File: src/rtl/rob_dispatch.sv
// Dispatch stage between the command stream and the ROB write port: a single-entry
// hold register, credit-based round-robin assignment of iNTT units, and credit return.
//
//   state   | meaning
//   S_EMPTY | no command held; cmd_ready=1
//   S_HELD  | command held; written to the ROB when it has room and some unit has credit
`ifndef OPCODE_WIDTH
`define OPCODE_WIDTH 4
`endif
`ifndef LWE_BIT_WIDTH
`define LWE_BIT_WIDTH 16
`endif
`ifndef INTT_ID_WIDTH
`define INTT_ID_WIDTH 2
`endif
`ifndef INVALIDOP
`define INVALIDOP 4'd0
`endif
`ifndef BOOTSTRAP
`define BOOTSTRAP 4'd1
`endif
`ifndef RLWESUBS
`define RLWESUBS 4'd2
`endif
`ifndef OR
`define OR   3'd0
`define AND  3'd1
`define NOR  3'd2
`define NAND 3'd3
`define XOR  3'd4
`define XNOR 3'd5
`endif

module rob_dispatch #(
   parameter int NUM_INTT     = 2,
   parameter int INTT_CREDITS = 2,
   parameter int CREDIT_WIDTH = $clog2(INTT_CREDITS + 1)
) (
   input  logic                          clk,
   input  logic                          rst,
   input  logic                          cmd_valid,
   output logic                          cmd_ready,
   input  logic [`OPCODE_WIDTH-1:0]      cmd_opcode,
   input  logic [2:0]                    cmd_gate,
   input  logic [`LWE_BIT_WIDTH-1:0]     cmd_init_value,
   input  logic [3:0]                    cmd_subs_factor,
   input  logic                          ROB_full,
   input  logic                          ROB_empty,
   output logic                          wr_en,
   output logic [2:0]                    gate_out,
   output logic [`OPCODE_WIDTH-1:0]      opcode_out,
   output logic [`INTT_ID_WIDTH-1:0]     iNTT_id_out,
   output logic [`LWE_BIT_WIDTH-1:0]     init_value_out,
   output logic [3:0]                    subs_factor_out,
   input  logic [NUM_INTT-1:0]           iNTT_done,
   output logic                          busy,
   output logic                          credit_err
);

   localparam int ID_W = `INTT_ID_WIDTH;
   localparam logic [CREDIT_WIDTH-1:0] CREDIT_MAX = CREDIT_WIDTH'(INTT_CREDITS);

   typedef enum logic {S_EMPTY, S_HELD} state_t;

   state_t                       state_q, state_d;
   logic [2:0]                   hold_gate_q, hold_gate_d;
   logic [`OPCODE_WIDTH-1:0]     hold_opcode_q, hold_opcode_d;
   logic [`LWE_BIT_WIDTH-1:0]    hold_init_q, hold_init_d;
   logic [3:0]                   hold_subs_q, hold_subs_d;
   logic [CREDIT_WIDTH-1:0]      credit_q [NUM_INTT];
   logic [CREDIT_WIDTH-1:0]      credit_d [NUM_INTT];
   logic [ID_W-1:0]              rr_ptr_q, rr_ptr_d;
   logic                         credit_err_q, credit_err_d;

   logic [NUM_INTT-1:0]          credit_nz;
   logic                         any_credit;
   logic                         found;
   logic [ID_W-1:0]              grant;
   int                           ptr_int;
   logic                         hold_valid;
   logic                         accept;
   logic                         accept_valid;

   assign hold_valid = (state_q == S_HELD);

   // Round-robin scan starting at rr_ptr; first unit with nonzero credit wins.
   always_comb begin
      credit_nz = '0;
      for (int i = 0; i < NUM_INTT; i++) begin
         credit_nz[i] = (credit_q[i] != '0);
      end
      any_credit = |credit_nz;
      ptr_int    = int'(rr_ptr_q);
      found      = 1'b0;
      grant      = '0;
      for (int k = 0; k < NUM_INTT; k++) begin
         for (int i = 0; i < NUM_INTT; i++) begin
            if (!found && credit_nz[i] && (i == ((ptr_int + k) % NUM_INTT))) begin
               found = 1'b1;
               grant = ID_W'(i);
            end
         end
      end
   end

   assign wr_en        = hold_valid && !ROB_full && any_credit && !rst;
   assign cmd_ready    = !rst && (!hold_valid || wr_en);
   assign accept       = cmd_valid && cmd_ready;
   assign accept_valid = accept && (cmd_opcode != `INVALIDOP);

   always_comb begin
      state_d       = state_q;
      hold_gate_d   = hold_gate_q;
      hold_opcode_d = hold_opcode_q;
      hold_init_d   = hold_init_q;
      hold_subs_d   = hold_subs_q;
      rr_ptr_d      = rr_ptr_q;
      credit_err_d  = credit_err_q;
      credit_d      = credit_q;

      if (accept_valid) begin
         state_d       = S_HELD;
         hold_gate_d   = cmd_gate;
         hold_opcode_d = cmd_opcode;
         hold_init_d   = cmd_init_value;
         hold_subs_d   = cmd_subs_factor;
      end else if (wr_en) begin
         state_d = S_EMPTY;
      end

      if (wr_en) begin
         if (grant == ID_W'(NUM_INTT - 1)) begin
            rr_ptr_d = '0;
         end else begin
            rr_ptr_d = grant + ID_W'(1);
         end
      end

      // A return to a full counter is a protocol error; the counter saturates.
      for (int i = 0; i < NUM_INTT; i++) begin
         if (iNTT_done[i] && (credit_q[i] == CREDIT_MAX)) begin
            credit_err_d = 1'b1;
         end else if (iNTT_done[i] && !(wr_en && (grant == ID_W'(i)))) begin
            credit_d[i] = credit_q[i] + CREDIT_WIDTH'(1);
         end else if (!iNTT_done[i] && wr_en && (grant == ID_W'(i))) begin
            credit_d[i] = credit_q[i] - CREDIT_WIDTH'(1);
         end
      end
   end

   always_ff @(posedge clk or posedge rst) begin
      if (rst) begin
         state_q       <= S_EMPTY;
         hold_gate_q   <= '0;
         hold_opcode_q <= `INVALIDOP;
         hold_init_q   <= '0;
         hold_subs_q   <= '0;
         rr_ptr_q      <= '0;
         credit_err_q  <= 1'b0;
         for (int i = 0; i < NUM_INTT; i++) begin
            credit_q[i] <= CREDIT_MAX;
         end
      end else begin
         state_q       <= state_d;
         hold_gate_q   <= hold_gate_d;
         hold_opcode_q <= hold_opcode_d;
         hold_init_q   <= hold_init_d;
         hold_subs_q   <= hold_subs_d;
         rr_ptr_q      <= rr_ptr_d;
         credit_err_q  <= credit_err_d;
         credit_q      <= credit_d;
      end
   end

   assign gate_out        = hold_gate_q;
   assign opcode_out      = hold_opcode_q;
   assign init_value_out  = hold_init_q;
   assign subs_factor_out = hold_subs_q;
   assign iNTT_id_out     = grant;
   assign busy            = hold_valid || !ROB_empty;
   assign credit_err      = credit_err_q;

endmodule

File: config.mk
export PLATFORM = sky130hd
export DESIGN_NAME = rob_dispatch
export DESIGN_NICKNAME = d
export VERILOG_FILES = /design/src/rtl/rob_dispatch.sv
export SDC_FILE = /design/constraint.sdc
export NUM_CORES = 1
export LEC_CHECK = 0
export ABC_AREA = 1
export CORE_ASPECT_RATIO = 0.9
export CORE_MARGIN = 2
export CORE_UTILIZATION = 46
export CTS_CLUSTER_SIZE = 30
export DETAILED_ROUTE_END_ITERATION = 12
export GPL_TIMING_DRIVEN = 1
export HOLD_SLACK_MARGIN = 0.03
export PLACE_DENSITY = 0.86
export SLEW_MARGIN = 10
export SYNTH_ARGS = -nofsm -noshare
export SYNTH_HDL_FRONTEND = slang
export SYNTH_SLANG_ARGS = --single-unit
File: constraint.sdc
create_clock -name clk -period 4.8 [get_ports clk]
set_input_delay 0.96 -clock clk [delete_from_list [all_inputs] [get_ports clk]]
set_output_delay 0.96 -clock clk [all_outputs]
set_load 0.02 [all_outputs]
==> summary.md, run 1 <==
| Metric | Value |
|---|---|
| Status | `complete, no violations` |
| Largest family of logic cells by synthesized area | `simple AND/OR/NAND/NOR gates` |
| Vias in the first global route | `1,451` |
| Post CTS Setup Buffer Count | `0` |
| Layout Area Growth over Synthesis | `42.28%` |
| Tcrit/Tclk final | `73.25%` |
| Post-Synth Adder-Cell Area | `0%` |
| Setup violators final | `0` |
| WHS Path Cells | `2` |
| Cell Rows | `20` |
| Worst Path Max Fanout | `4` |
| Core area | `~3400 µm²` |
| DP HPWL | `around 2.8 mm` |
| Max Clk Rate | `around 280 MHz` |
| Worst path required time | `~3.8 ns` |
| CTS Hold Bufs | `0` |
| Post-synthesis mux area share | `0%` |
| Cells after Synth | `~190` |
| GRT Overall Usage | `between 20% and 30%` |
| Mean Syn Cell Area | `8.799 µm²` |
| Reg power frac | `between 30% and 40%` |
| Port bufs | `65` |
| Worst skew pair latency | `between 0.2 and 0.3 ns` |
| Clock Root Buffer | `clkbuf_8` |
| Antenna-violating nets left | `0` |
| Critical Path AT | `about 2.6 ns` |
| Filler cell count | `288` |
| CTS resizes | `0` |
| Sw frac | `~40%` |
| Detail-routed via count per cell | `between 5 and 6` |
| Gr ovfl total | `0` |
| Peak VDD IR | `0.0003207 V` |
| Critical path class | `input pin to output pin` |
| Starting Density | `about 48%` |
| Mapped Area | `roughly 1600 µm²` |
| Initial antenna violation count | `0` |
| Pwr dens | `about 610 nW/µm²` |
| Syn_nets | `220` |
| Routed WL per cell | `13.36 µm` |
| Sum of negative setup slack | `0 ns` |
| Startpoint Class | `input pin` |
| Final hold vios | `0` |
| Max Root-Sink Buffers | `2` |
| Cells on worst reg2reg path | `8` |
| Layout cells sized above 1 | `between 6 and 7%` |
| Full die area | `4052 µm²` |
| Cts bufs inserted | `5` |
| Post-synth top area share | `about half` |
| Register area | `853.3 µm²` |
| H-tree depth | `2` |
| Synth unique cells | `23` |
| Post-Route WL | `roughly 3.9 mm` |
| Fin. max-slew vios | `0` |
| Clock Power Share | `approximately 15%` |
| Clk_skew | `0.005011 ns` |
| Post-Synth Simple-Gate Area | `around 34%` |
| Final routed DRC violation total | `0` |
| P_sw | `roughly 0.56 mW` |
| Placed instance count | `287` |
| Cell taking the most area after synthesis | `dfrtp_1` |
| Register area share after synthesis | `52.14%` |
| Max-Cap Viols | `0` |
| Slew margin rel. | `between 30% and 40%` |
| Leakage | `1.112 nW` |
| Synth top area cells | `dfrtp_1 49%, nand2_1 18%, nand4_1 9.9%` |
| RePlAce Congestion | `0.8075` |
| Slew @ Worst Pin | `0.9384 ns` |
| Combinational Power Share | `between 40% and 50%` |
| RSZ-0062 raised after global routing | `no` |
| Hold Crit Class | `flip-flop to flip-flop` |
| Synth Area in Compound Gates | `between 3 and 4%` |
| Clk slew on worst S/H paths | `0.06 ns` |
| Seq cells post-synth | `34` |
| Iteration-0 DRC Markers | `around 140` |
| Kind of end point of the critical path | `output pin` |
| Drt pass-1 iters | `4` |
| Commonest non-fill, non-tap cell in the layout | `nand2_1` |
| Pin count of the biggest net entering global routing | `35` |
| Finished Layout Cells | `between 200 and 300` |
| Die Y-Extent | `60.59 µm` |
| CTS sink cnt | `34` |
| Via count | `between 1.5k and 2k` |
| Internal power | `roughly 0.85 mW` |
| XOR/XNOR Fraction of Synth Area | `0%` |
| Multi-input logic area | `623.1 µm²` |
| Die X | `between 60 and 70 µm` |
| Commonest cells after routing, fill and taps aside | `77 x nand2_1, 65 x clkdlybuf4s50_1, 32 x dfrtp_1, 26 x nand4_1` |
| First-pass GRT wire length | `6.354 mm` |
| N_diodes | `0` |
| CTS tree | `yes` |
| Nets | `284` |
| Number of I/O pins | `67` |
| Count of warnings emitted by yosys | `0` |
| Final Critical Period | `about 3.5 ns` |
==> metal layers <==
layer  routed length (µm)  vias to the layer above  track usage (%)
li1                     -                      746                -
met1                 1646                      705            24.94
met2                 1988                       52            38.43
met3                  245                        8            4.824
met4                   60                        0            8.455
met5                    0                        -                0
==> cell type report <==
type	count	area share, %
clock buffers	8	3.869
inverters	9	1.451
multi-input cells	132	26.76
flip-flops and latches	34	36.65
well taps	44	2.364
repair buffers	68	28.91
==> registers in the layout, indices dropped and copies added, names as in the netlist <==
name / cells
credit_err: 1
credit_q: 4
gate_out: 3
hold_valid: 1
init_value_out: 16
opcode_out: 4
rr_ptr_q: 1
subs_factor_out: 4
==> Yosys cell counts (all sizes together) <==
cell,count
a31oi,1
conb,1
nand2,78
nand3b,1
a21oi,3
nor2,10
inv,9
o21ai,4
buf,10
dfrtp,32
nand3,7
o211ai,1
nand4,26
clkbuf,1
dfstp,2
==> worst max-delay path, cell delays in order <==
cell and delay [ns]:
clkdlybuf4s50_1 0.49, nor2_4 0.20, nand2_4 0.08, a21oi_2 0.17
clkdlybuf4s50_1 0.64
==> cells by family after synthesis <==
| family | count (synthesis) |
|---|---|
| compound gates | 9 |
| simple gates | 122 |
| flops | 34 |
| buf+inv | 20 |
| other cells | 1 |
==> final timing paths <==
check	start	to	slack, ns
min in group asynchronous	rst	subs_factor_out[1]	1.21
setup / recovery	rst	cmd_ready	1.28
setup reg to reg	credit_q[1]	subs_factor_out[1]	2.78
max in group asynchronous	rst	credit_q[1]	3.26
hold / removal	opcode_out[3]	opcode_out[3]	0.47
hold reg to reg	opcode_out[3]	opcode_out[3]	0.47
==> power groups by stage <==
stage	registers [mW]	clock network [mW]	logic, mW
final	0.508	0.214	0.694
after global routing	0.524	0.227	0.756
after CTS	0.508	0.217	0.702
after detailed placement	0.511	0	0.700
after global placement	0.505	0	0.686
after floorplan	0.634	0	0.275
==> through the flow <==
step	utilization, %	setup WS, ns	area [µm²]	power, mW	hold slack [ns]
finish	68.42	1.284	2328	1.417	0.4706
global route	68.42	1.191	2328	1.507	0.4852
CTS	68.42	1.283	2328	1.427	0.4736
global placement	65.77	1.327	2238	1.192	0.4526
detailed placement	65.77	1.290	2238	1.211	0.4580
floorplan	-	2.087	1637	0.9093	0.4539
Note: power is estimated with default switching activity, not from simulation.
==> run 2, diff against run 1 <==
CORE_UTILIZATION = 38   (was 46)
PLACE_DENSITY = 0.76   (was 0.86)
clock period = 3.2 ns   (was 4.8 ns; I/O delays follow)
==> summary.md, run 2 (synthesis gave the netlist of run 1 again) <==
| Metric | Value |
|---|---|
| Status | `complete, no violations` |
| Final routed DRC violation total | `0 (unchanged)` |
| Core area | `4101 µm² (+21%)` |
| Max Root-Sink Buffers | `2 (unchanged)` |
| Worst path required time | `2.56 ns (-1.28 ns)` |
| Slew @ Worst Pin | `0.7417 ns (-0.1966 ns)` |
| Layout cells sized above 1 | `7.510% (+1.1 points)` |
| Initial antenna violation count | `0 (unchanged)` |
| Commonest cells after routing, fill and taps aside | `77 x nand2_1, 65 x clkdlybuf4s50_1, 32 x dfrtp_1, 26 x nand4_1` |
| Pin count of the biggest net entering global routing | `29 (-17%)` |
| Top cell by count, worst path | `clkdlybuf4s50_1` |
| Starting Density | `39.90% (-8.2 points)` |
| Worst r2r src | `credit_q[1]` |
| CTS Hold Bufs | `0 (unchanged)` |
| Hold Crit Class | `flip-flop to flip-flop` |
| Final Critical Period | `just under 3 ns` |
| Commonest non-fill, non-tap cell in the layout | `nand2_1` |
| Worst R2R End | `init_value_out[3]` |
| CTS sink cnt | `34 (unchanged)` |
| Final hold vios | `0 (unchanged)` |
| RSZ-0062 raised after global routing | `no` |
| Antenna-violating nets left | `0 (unchanged)` |
| Die Y-Extent | `66.26 µm (+9.4%)` |
| Worst Path Max Fanout | `4 (unchanged)` |
| Fin. max-slew vios | `0 (unchanged)` |
| Leakage | `1.123 nW (+1.1%)` |
| Cts bufs inserted | `5 (unchanged)` |
| Routed WL per cell | `12.54 µm (-6.1%)` |
| Iteration-0 DRC Markers | `72 (-48%)` |
| Detail-routed via count per cell | `4.937 (-3.6%)` |
| GRT Overall Usage | `17.37% (-3.9 points)` |
| Drt pass-1 iters | `4 (unchanged)` |
| Full die area | `4849 µm² (+20%)` |
| Post CTS Setup Buffer Count | `0 (unchanged)` |
| Nets | `286 (+0.70%)` |
| Max FFs per register | `16 (unchanged)` |
| Setup violators final | `0 (unchanged)` |
| Number of I/O pins | `67 (unchanged)` |
| N_diodes | `0 (unchanged)` |
| Startpoint Class | `input pin` |
| Crit-path slowest cell | `clkdlybuf4s50_1` |
| Crit path cell chain | `clkdlybuf4s50_1, nor2_4, nand2_4, a21oi_2, clkdlybuf4s50_1` |
| Crit path largest cell delay | `0.65 ns (about the same)` |
| Reg-to-reg slack, setup | `1.17 ns (-1.61 ns)` |
| Slew margin rel. | `50.50% (+13 points)` |
| WHS Path Cells | `2 (unchanged)` |
| Hold Startpoint | `subs_factor_out[0]` |
| Vias in the first global route | `1,393 (-4.0%)` |
| Sum of negative setup slack | `0 ns (unchanged)` |
| RePlAce Congestion | `0.7851 (-2.8%)` |
| Critical Path AT | `2.24 ns (-0.32 ns)` |
| Cell Rows | `22 (+10%)` |
| Peak VDD IR | `0.0004618 V (+44%)` |
| Hold endpoint | `subs_factor_out[0]` |
| CTS tree | `yes` |
| Kind of end point of the critical path | `output pin` |
| Tcrit/Tclk final | `between 90% and 100%` |
| Gr ovfl total | `0 (unchanged)` |
| Pwr dens | `900.3 nW/µm² (+48%)` |
| Max Clk Rate | `around 350 MHz` |
| Clk slew on worst S/H paths | `0.06 ns (about the same)` |
| Critical path class | `input pin to output pin` |
| Port bufs | `65 (unchanged)` |
| Layout Area Growth over Synthesis | `43.58%` |
| Layout Utilization | `57.29% (-11 points)` |
| Worst skew pair latency | `0.28 ns (about the same)` |
| CTS resizes | `0 (unchanged)` |
| Clk_skew | `0.002607 ns (-0.002404 ns)` |
| Via count | `1,486 (-1.7%)` |
| Cells on worst reg2reg path | `8 (unchanged)` |
| Clock Root Buffer | `clkbuf_8` |
| First-pass GRT wire length | `6.375 mm (+0.33%)` |
| Post-Route WL | `3.774 mm (-4.2%)` |
| DP HPWL | `2.737 mm (-0.80%)` |
| H-tree depth | `2 (unchanged)` |
| Die X | `73.18 µm (+9.4%)` |
| Max-Cap Viols | `0 (unchanged)` |
run 2: metal layers:
layer	up-vias	wire [µm]	global-route usage [%]
met5	-	0	0
met4	0	43	4.861
met3	7	248	6.098
met2	46	1694	26.80
met1	687	1788	22.96
li1	746	-	-
run 2: final cells by class:
cell class	count	area (µm²)
fill	378	1752
tap	48	60.06
sequential	34	853.3
clock inverter	1	5.005
multi-input combinational	132	623.1
clock buffer	7	86.33
inverter	9	33.78
timing repair buffer	70	688.2
run 2: worst max-delay path by stage:
stage / startpoint / end / cells past startpoint
CTS: rst / cmd_ready / 5
global placement: rst / cmd_ready / 5
floorplan: ROB_full / cmd_ready / 7
detailed placement: rst / cmd_ready / 5
global route: rst / cmd_ready / 5
finish: rst / cmd_ready / 5
run 2: power by group:
group	switching (mW)	total [mW]	internal, mW
Combinational	0.566	1.04	0.469
Sequential	0.126	0.764	0.638
Clock	0.142	0.316	0.173
Total	0.834	2.12	1.28
run 2: per-stage QoR:
stage | instances | cell area, µm² | setup WS, ns | power [mW] | hold slack (ns)
2_1_floorplan | 186 | 1637 | 1.127 | 1.364 | 0.4539
3_3_place_gp | 293 | 2258 | 0.3380 | 1.798 | 0.4541
3_5_place_dp | 293 | 2258 | 0.3252 | 1.815 | 0.4582
4_1_cts | 301 | 2350 | 0.3079 | 2.142 | 0.4744
5_1_grt | 301 | 2350 | 0.2462 | 2.272 | 0.4969
6_report | 301 | 2350 | 0.3178 | 2.115 | 0.4699
run 2: worst max-delay path, delay by kind of cell:
kind / cells / cell delay, ns
buffers and inverters: 2 / 1.14
and+or+nand+nor: 2 / 0.27
AOI/OAI and AO/OA: 1 / 0.18
==> run 3, diff against run 2 <==
SLEW_MARGIN = 5   (was 10)
==> results of run 3 <==
Same layout as run 2: the final DEF is identical, and so are final timing and power.
